`src/rtl/rs_pkg.sv`:
```
// Shared types and default code parameters for the streaming RS(15,11) encoder.
// Defaults describe GF(16) with x^4+x+1 and a generator with roots alpha^1..alpha^4.
package rs_pkg;

    typedef enum logic [1:0] {
        IDLE,
        DATA,
        PARITY
    } state_t;

    localparam int          SYM_W_DEF     = 4;
    localparam logic [4:0]  PRIM_POLY_DEF = 5'b10011;
    localparam int          K_DEF         = 11;
    localparam int          NPAR_DEF      = 4;
    // g[NPAR-1]..g[0]; the leading x^NPAR term is implicit
    localparam logic [15:0] GEN_COEF_DEF  = {4'd13, 4'd12, 4'd8, 4'd7};

endpackage

```
`src/rtl/rs_gf_mul.sv`:
```
// Combinational GF(2^SYM_W) multiplier: carry-less product reduced modulo PRIM_POLY.
module rs_gf_mul #(
    parameter int               SYM_W     = 4,
    parameter logic [SYM_W:0]   PRIM_POLY = 5'b10011
) (
    input  logic [SYM_W-1:0] a,
    input  logic [SYM_W-1:0] b,
    output logic [SYM_W-1:0] y
);

    localparam int PW = 2 * SYM_W - 1;

    logic [PW-1:0] a_ext;
    logic [PW-1:0] poly_ext;
    logic [PW-1:0] prod;

    assign a_ext    = {{(SYM_W - 1){1'b0}}, a};
    assign poly_ext = {{(SYM_W - 2){1'b0}}, PRIM_POLY};

    always_comb begin
        prod = '0;
        for (int i = 0; i < SYM_W; i++) begin
            if (b[i]) begin
                prod = prod ^ (a_ext << i);
            end
        end
        // Fold the high-order terms back in, most significant first
        for (int j = PW - 1; j >= SYM_W; j--) begin
            if (prod[j]) begin
                prod = prod ^ (poly_ext << (j - SYM_W));
            end
        end
    end

    assign y = prod[SYM_W-1:0];

endmodule

```
`src/rtl/rs_stream_encoder.sv`:
```
// Streaming systematic Reed-Solomon encoder: data passes through with zero latency,
// then NPAR parity symbols are shifted out of the division LFSR.
module rs_stream_encoder
    import rs_pkg::*;
#(
    parameter int                       SYM_W     = SYM_W_DEF,
    parameter logic [SYM_W:0]           PRIM_POLY = PRIM_POLY_DEF,
    parameter int                       K         = K_DEF,
    parameter int                       NPAR      = NPAR_DEF,
    parameter logic [NPAR*SYM_W-1:0]    GEN_COEF  = GEN_COEF_DEF
) (
    input  logic             clk,
    input  logic             rst_n,
    input  logic             ena,
    input  logic             bypass,
    input  logic             s_valid,
    output logic             s_ready,
    input  logic [SYM_W-1:0] s_data,
    output logic             m_valid,
    input  logic             m_ready,
    output logic [SYM_W-1:0] m_data,
    output logic             m_parity,
    output logic             m_last,
    output logic             busy
);

    localparam int               CNT_W    = $clog2(K + NPAR + 1);
    localparam logic [CNT_W-1:0] CNT_KM1  = CNT_W'(K - 1);
    localparam logic [CNT_W-1:0] CNT_LAST = CNT_W'(K + NPAR - 1);
    localparam bit               K_ONE    = (K == 1);

    state_t           state_reg, state_next;
    logic [CNT_W-1:0] cnt_reg, cnt_next;
    logic             byp_reg, byp_next;
    logic [SYM_W-1:0] par_reg   [NPAR];
    logic [SYM_W-1:0] par_next  [NPAR];
    logic [SYM_W-1:0] par_cur   [NPAR];
    logic [SYM_W-1:0] prod      [NPAR];
    logic [SYM_W-1:0] lfsr_upd  [NPAR];
    logic [SYM_W-1:0] shift_upd [NPAR];
    logic [SYM_W-1:0] fb;

    // The first symbol of a frame sees a cleared register regardless of leftovers
    assign fb = s_data ^ par_cur[NPAR-1];

    genvar gi;
    generate
        for (gi = 0; gi < NPAR; gi++) begin : g_lfsr
            assign par_cur[gi] = (state_reg == IDLE) ? '0 : par_reg[gi];

            rs_gf_mul #(
                .SYM_W     (SYM_W),
                .PRIM_POLY (PRIM_POLY)
            ) u_mul (
                .a (fb),
                .b (GEN_COEF[gi*SYM_W +: SYM_W]),
                .y (prod[gi])
            );

            if (gi == 0) begin : g_first
                assign lfsr_upd[gi]  = prod[gi];
                assign shift_upd[gi] = '0;
            end else begin : g_rest
                assign lfsr_upd[gi]  = par_cur[gi-1] ^ prod[gi];
                assign shift_upd[gi] = par_reg[gi-1];
            end
        end
    endgenerate

    always_ff @(posedge clk or negedge rst_n) begin
        if (!rst_n) begin
            state_reg <= IDLE;
            cnt_reg   <= '0;
            byp_reg   <= 1'b0;
            for (int i = 0; i < NPAR; i++) begin
                par_reg[i] <= '0;
            end
        end else if (ena) begin
            state_reg <= state_next;
            cnt_reg   <= cnt_next;
            byp_reg   <= byp_next;
            for (int i = 0; i < NPAR; i++) begin
                par_reg[i] <= par_next[i];
            end
        end
    end

    always_comb begin
        state_next = state_reg;
        cnt_next   = cnt_reg;
        byp_next   = byp_reg;
        par_next   = par_reg;
        s_ready    = 1'b0;
        m_valid    = 1'b0;
        m_data     = '0;
        m_parity   = 1'b0;
        m_last     = 1'b0;

        if (ena && rst_n) begin
            case (state_reg)
                IDLE: begin
                    s_ready = m_ready;
                    m_valid = s_valid;
                    m_data  = s_data;
                    m_last  = K_ONE && bypass;
                    if (s_valid && m_ready) begin
                        byp_next = bypass;
                        par_next = lfsr_upd;
                        if (K_ONE) begin
                            state_next = bypass ? IDLE : PARITY;
                            cnt_next   = bypass ? '0 : CNT_W'(1);
                        end else begin
                            state_next = DATA;
                            cnt_next   = CNT_W'(1);
                        end
                    end
                end
                DATA: begin
                    s_ready = m_ready;
                    m_valid = s_valid;
                    m_data  = s_data;
                    m_last  = byp_reg && (cnt_reg == CNT_KM1);
                    if (s_valid && m_ready) begin
                        par_next = lfsr_upd;
                        cnt_next = cnt_reg + 1'b1;
                        if (cnt_reg == CNT_KM1) begin
                            state_next = byp_reg ? IDLE : PARITY;
                            if (byp_reg) begin
                                cnt_next = '0;
                            end
                        end
                    end
                end
                PARITY: begin
                    m_valid  = 1'b1;
                    m_parity = 1'b1;
                    m_data   = par_reg[NPAR-1];
                    m_last   = (cnt_reg == CNT_LAST);
                    if (m_ready) begin
                        par_next = shift_upd;
                        if (cnt_reg == CNT_LAST) begin
                            state_next = IDLE;
                            cnt_next   = '0;
                        end else begin
                            cnt_next = cnt_reg + 1'b1;
                        end
                    end
                end
                default: state_next = IDLE;
            endcase
        end
    end

    assign busy = (state_reg != IDLE);

endmodule

```
`config.mk`:
```
export PLATFORM = sky130hd
export DESIGN_NAME = rs_stream_encoder
export DESIGN_NICKNAME = d
export VERILOG_FILES = /design/src/rtl/rs_pkg.sv /design/src/rtl/rs_gf_mul.sv /design/src/rtl/rs_stream_encoder.sv
export SDC_FILE = /design/constraint.sdc
export NUM_CORES = 1
export LEC_CHECK = 0
export CAP_MARGIN = 20
export CORE_ASPECT_RATIO = 1.4
export CORE_MARGIN = 1
export CORE_UTILIZATION = 55
export DETAILED_ROUTE_END_ITERATION = 10
export PLACE_DENSITY_LB_ADDON = 0.3
export REMOVE_ABC_BUFFERS = 1
export SYNTH_ARGS = -nofsm -noshare
export SYNTH_HDL_FRONTEND = slang
export SYNTH_SLANG_ARGS = --single-unit
```
`constraint.sdc`:
```
create_clock -name clk -period 5.75 [get_ports clk]
set_clock_uncertainty 0.1 [all_clocks]
set_input_delay 1.15 -clock clk [delete_from_list [all_inputs] [get_ports clk]]
set_output_delay 1.15 -clock clk [all_outputs]
set_load 0.02 [all_outputs]
```
==> results.md, run 1 <==
* Critical R2R Launch: state_reg[0]$_DFFE_PN0P_
* Main area contributors after synthesis: dfrtp_1 31%, nor2_1 5.3%, ha_1 4.8%, xor2_1 4.8%, mux2i_1 3.8%
* FF-to-FF path depth at 7
* Tcrit/Tclk final at between 70% and 80%
* Register area share after synthesis at ~31%
* MaxCap Viol Count at 0
* Min-delay worst type: reg2reg
* Critical path type: in2out
* Post-Synth XOR/XNOR Area at 12.7%
* LEAKAGE at 0.890 nW
* Initial antenna violation count at 0
* Worst hold path depth at 2
* Core area at around 3200 sq um
* Root Buffer Master: clkbuf_8
* Core Util, Final at roughly two thirds
* Most common cell after layout, fill and taps aside: nor2_1
* Post-Synthesis Cells at between 200 and 250
* Post-DP HPWL at roughly 3 mm
* Post-CTS Setup Repair Bufs at 0
* Iteration-0 DRC Markers at 46
* Max-slew violation count at 0
* Top FF cell, synth: dfrtp_1
* Die ar. at approximately 3600 sq um
* Max reg flops at 16
* Synth Cell Area at 1840 sq um
* Post-synth EDFFs at 0
* Residual DRC count at 0
* CP startpoint kind: input port
* Vias in the first global route at about 1400
* Global route total overflow at 0
* Synth Register Bits at 23
* Fmax at 240 MHz
* Commonest cells after routing, fill and taps aside: 26 x nor2_1, 23 x dfrtp_1, 18 x clkdlybuf4s50_1
* Status: finished clean
* H-tree levels at 1
* Mux cell area share after synthesis at approximately 5%
* Drt wl/cell at 15.7 microns
* Warnings, synthesis at 0
* Ys async rst share at 100%
* Routability congestion estimate at 0.795
* N_diodes at 0
* Post-synthesis adder-cell area fraction at about 4.8%
* Clock transition at path regs at approximately 80 ps
* Post-route ant nets at 0
* Netlist cell types at 48
* Worst-Margin Slew at roughly 940 ps
* Max_slew headroom at 37.5%
* Top-area cell type share of the netlist area at between 30 and 40%
* Post_cts resized at 0
* Die Wd at 50.9 microns
* Peak supply drop at about 460 uV
* Worst hold endpoint: par_reg[12]$_DFFE_PN0P_
* Via-per-instance ratio at roughly 6.0
* Critical-path maximum fanout at 24
* Final setup fails at 0
* WP data arrival at 2920 ps
* Area leader, netlist: dfrtp_1
* Share of layout cells above drive strength 1 at 6.61%
* Boundary pin count at 19
* Clk_lat worst skew at between 200 and 300 ps
* DIE HEIGHT at between 70 and 80 microns
* Routed wire length at about 4.2 mm
* First-pass GRT wire length at approximately 6.7 mm
* Worst Path Required at around 4500 ps
* GR Util All Layers at between 20% and 30%
* Detailed Routing Iterations Pass 1 at 4
* Synth-to-Final Area Change at 13.5%
* RSZ-0062 raised after global routing: no
* Num rows at 24
* Hold Path Origin: par_reg[12]$_DFFE_PN0P_
* Fin crit period at about 4200 ps
* Crit. End Element: primary output
* CTS tree: done
* Pwr dens at a little under 600 nW/um^2
* Num CTS Buffers at 3
* Initial Util at between 50% and 60%
* Avg Inst Size Synth at 8.68 sq um
* Reg2Reg Setup Slack at between 2000 and 3000 ps
* Max clock buf depth at 2
* Fin. Hold Viols at 0
* Reg2reg end: par_reg[10]$_DFFE_PN0P_
* Layout net count at 245
* Port Buf Inserts at 18
* Synth Area in Simple Gates at approximately 22%
* Largest family of logic cells by synthesized area: simple AND/OR/NAND/NOR gates
* Setup TNS at 0 ps
* Largest net degree at the start of global routing at 26
* Hold_buf cts at 0
* Synth Area in Compound Gates at between 20% and 30%
* Routed vias at 1583
* CTS Sinks at 23
[stage by stage]
step,hold WS (ps),std cells,area (sq um),power (mW),setup WS [ps]
floorplan,370,204,1810,0.944,2620
global placement,389,262,2040,1.12,1590
detailed placement,403,262,2040,1.13,1570
CTS,420,266,2090,1.23,1560
global route,453,266,2090,1.33,1440
finish,419,266,2090,1.24,1580
[report_power, final]
part | total (mW) | internal (mW) | switching, mW | leakage (nW)
clock | 0.102 | 0.0495 | 0.0527 | 0.0228
sequential | 0.316 | 0.233 | 0.0827 | 0.280
combinational | 0.818 | 0.367 | 0.451 | 0.587
[synthesized netlist by cell type, types with 3 or more instances]
master	instances
a211oi_1	4
a21oi_1	13
a22oi_1	5
a31oi_1	3
and2_1	4
and3_1	3
clkbuf_1	6
dfrtp_1	23
ha_1	7
inv_1	4
mux2i_1	7
nand2_1	17
nand2b_1	3
nand3_1	6
nor2_1	26
nor2b_1	7
nor3_1	4
o21ai_1	8
o22ai_1	6
o31a_1	3
xnor2_1	4
xnor2_2	4
xor2_1	10
[per-layer routing]
metal  wire length (microns)  track usage [%]
met5                       0                0
met4                      75             9.26
met3                     161             1.74
met2                    2130             43.7
met1                    1810             31.3
[worst max-delay path: stages]
cell,delay [ps]
clkdlybuf4s50_1,490
buf_4,320
nand3_1,220
nor2_1,130
clkdlybuf4s50_1,610
[worst max path at each step]
stage | start | end | slack (ps)
floorplan | ena | m_data[0] | 2620
global placement | rst_n | s_ready | 1590
detailed placement | rst_n | s_ready | 1570
CTS | rst_n | s_ready | 1560
global route | rst_n | s_ready | 1440
finish | rst_n | s_ready | 1580
[kinds of logic (layout without fill, tap and decap cells)]
logic type                 after synthesis  in the layout
AOI/OAI and AO/OA                       57             57
xor gates and xnor gates                20             20
adders and majority gates                7              7
buffers and inverters                   14             29
DFF                                     23             23
muxes                                    9              9
and+or+nand+nor                         82             82
[area by class of cell]
class / instances / area (sq um)
clock buffer: 4 / 45.0
multi-input combinational: 175 / 1210
inverter: 6 / 22.5
tap: 39 / 48.8
sequential: 23 / 576
timing repair buffer: 19 / 188
fill: 280 / 1060
Power figures use the tool's default switching activity.
==> run 2, diff against run 1 <==
--- a/config.mk
+++ b/config.mk
@@ -8,7 +8,7 @@
 export CAP_MARGIN = 20
 export CORE_ASPECT_RATIO = 1.4
 export CORE_MARGIN = 1
-export CORE_UTILIZATION = 55
+export CORE_UTILIZATION = 51
 export DETAILED_ROUTE_END_ITERATION = 10
 export PLACE_DENSITY_LB_ADDON = 0.3
 export REMOVE_ABC_BUFFERS = 1
==> constraint.sdc (replaced) <==
create_clock -name clk -period 3.45 [get_ports clk]
set_clock_uncertainty 0.1 [all_clocks]
set_input_delay 0.69 -clock clk [delete_from_list [all_inputs] [get_ports clk]]
set_output_delay 0.69 -clock clk [all_outputs]
set_load 0.02 [all_outputs]
==> run 2 against run 1 <==
Against the previous run:
- worst setup slack worse by 1300 ps
- largest power group unchanged
- combinational power up 69%
- utilization fell by 3.4 points
- first-iteration DRC count rose by 46%
- sequential share of layout area decreased by 0.69 points
- cell area increased by 2.6%
- hold slack barely moved
- sequential power is 67% higher
- clock power grew 66%
- register-to-register slack lost 1800 ps
==> results.md, run 2 (synthesized netlist as in run 1, its figures left out) <==
* CP max stage delay at 620 ps (about the same)
* Max clock buf depth at 2 (unchanged)
* Post-route ant nets at 0 (unchanged)
* Max reg flops at 16 (unchanged)
* Post_cts resized at 0 (unchanged)
* Synth-to-Final Area Change at 16.5%
* Min-delay worst type: reg2reg
* Num rows at 25 (+4.2%)
* Internal power at 1.11 mW (+70%)
* Iteration-0 DRC Markers at 67 (+46%)
* Layout net count at 252 (+2.9%)
* Max-slew violation count at 0 (unchanged)
* N_diodes at 0 (unchanged)
* Worst-path cell chain: inv_1 -> ha_1 -> a22oi_1 -> nor2_1 -> clkdlybuf4s50_1
* Routability congestion estimate at 0.802 (+0.79%)
* Tcrit/Tclk final at 92.5%
* Initial Util at 53.9% (-4.4 points)
* CTS tree: done
* Post-CTS Setup Repair Bufs at 0 (unchanged)
* DIE HEIGHT at 73.1 microns (+3.7%)
* Core area at 3410 sq um (+8.1%)
* Residual DRC count at 0 (unchanged)
* Setup TNS at 0 ps (unchanged)
* Max_slew headroom at 54.7% (+17 points)
* Vias in the first global route at 1529 (+8.0%)
* Hold_buf cts at 0 (unchanged)
* Final setup fails at 0 (unchanged)
* Fin crit period at ~3200 ps
* CTS Sinks at 23 (unchanged)
* Met1 usage at 30.4% (-0.97 points)
* Final WS setup at 257 ps (-1330 ps)
* Largest net degree at the start of global routing at 24 (-7.7%)
* Met2 Use GR at 43.9% (+0.18 points)
* Critical-path maximum fanout at 17 (-29%)
* Post-DP HPWL at 3.05 mm (+1.3%)
* Met3 Resource Use GR at 1.88% (+0.13 points)
* CP startpoint kind: flip-flop
* Routed vias at 1591 (+0.51%)
* Seq pwr share at 25.4% (about the same)
* Fmax at between 300 and 400 MHz
* Worst-Margin Slew at 679 ps (-259 ps)
* Routed wire length at 4.20 mm (+0.45%)
* Via-per-instance ratio at 5.81 (-2.4%)
* Share of layout cells above drive strength 1 at 9.40% (+2.8 points)
* Boundary pin count at 19 (unchanged)
* Worst slack, placed at 273 ps (-1300 ps)
* RSZ-0062 raised after global routing: no
* First-pass GRT wire length at 6.94 mm (+3.1%)
* Die ar. at 3850 sq um (+7.6%)
* Worst Path Required at 2660 ps (-1840 ps)
* Clock transition at path regs at 90 ps (about the same)
* LEAKAGE at 0.923 nW (+3.7%)
* Logic gate share of total power at 66.5% (+0.3 points)
* Global route total overflow at 0 (unchanged)
* Fin. Hold Viols at 0 (unchanged)
* WP data arrival at 2400 ps (-520 ps)
* Num CTS Buffers at 3 (unchanged)
* Power share of the clock group at 8.1% (-0.2 points)
* Layer carrying the most global-route usage: met2
* Port Buf Inserts at 18 (unchanged)
* Root Buffer Master: clkbuf_8
* Commonest cells after routing, fill and taps aside: 26 x nor2_1, 23 x dfrtp_1, 18 x clkdlybuf4s50_1
* Drt wl/cell at 15.3 microns (-2.5%)
* Pwr dens at 972 nW/um^2 (+64%)
* Net Sw Frac at 46.8% (-0.61 points)
* Most common cell after layout, fill and taps aside: nor2_1
* Detailed Routing Iterations Pass 1 at 4 (unchanged)
* GR Util All Layers at 24.4% (-0.58 points)
* H-tree levels at 1 (unchanged)
* Crit. End Element: primary output
* Die Wd at 52.8 microns (+3.7%)
* Peak supply drop at 518 uV (+14%)
* MaxCap Viol Count at 0 (unchanged)
* Initial antenna violation count at 0 (unchanged)
* Clk_lat worst skew at 270 ps (about the same)
* Status: finished clean
* Switch Pwr at 975 uW (+66%)
* Worst path slowest cell: clkdlybuf4s50_1
* Critical path type: reg2out
-- run 2: final cells by class --
cell class	instances	area, sq um
multi-input cells	175	1210
fillers	304	1270
flip-flops and latches	23	576
well taps	40	50.0
repair buffers	26	240
clock buffers	4	45.0
inverters	6	22.5
-- run 2: power groups by stage --
stage	registers (mW)	logic [mW]	clock network [mW]
finish	0.529	1.38	0.169
global route	0.546	1.53	0.187
CTS	0.528	1.38	0.173
detailed placement	0.534	1.37	0
global placement	0.533	1.35	0
floorplan	0.490	1.08	0
-- run 2: metrics by stage --
stage | instances | instance area [sq um] | util [%] | hold WS (ps) | total power [mW]
global placement | 270 | 2100 | 61.5 | 395 | 1.88
finish | 274 | 2140 | 62.8 | 419 | 2.08
CTS | 274 | 2140 | 62.8 | 421 | 2.08
global route | 274 | 2140 | 62.8 | 460 | 2.26
floorplan | 204 | 1810 | - | 294 | 1.57
detailed placement | 270 | 2100 | 61.5 | 402 | 1.90
-- run 2: worst paths after layout --
kind,start,to,slack [ps],cells after the start
setup / recovery,state_reg[0]$_DFFE_PN0P_,m_data[0],260,5
hold / removal,par_reg[14]$_DFFE_PN0P_,par_reg[14]$_DFFE_PN0P_,420,2
setup reg to reg,state_reg[0]$_DFFE_PN0P_,par_reg[10]$_DFFE_PN0P_,710,7
hold reg to reg,par_reg[14]$_DFFE_PN0P_,par_reg[14]$_DFFE_PN0P_,420,2
max in group asynchronous,rst_n,cnt_reg[1]$_DFFE_PN0P_,2090,3
min in group asynchronous,rst_n,par_reg[3]$_DFFE_PN0P_,910,3
-- run 2: per-layer routing --
layer	vias up	part of all wire, %
li1	794	-
met1	756	43
met2	34	52
met3	7	2.7
met4	0	1.5
met5	-	0
-- run 2: worst max-delay path, delay by kind of cell, from the launching register on --
family                   cells  cell delay, ps
buffers and inverters        2             750
adder cells (fa/ha/maj)      1             610
flip-flops                   1             440
AO/OA/AOI/OAI                1             220
AND/OR/NAND/NOR              1             130
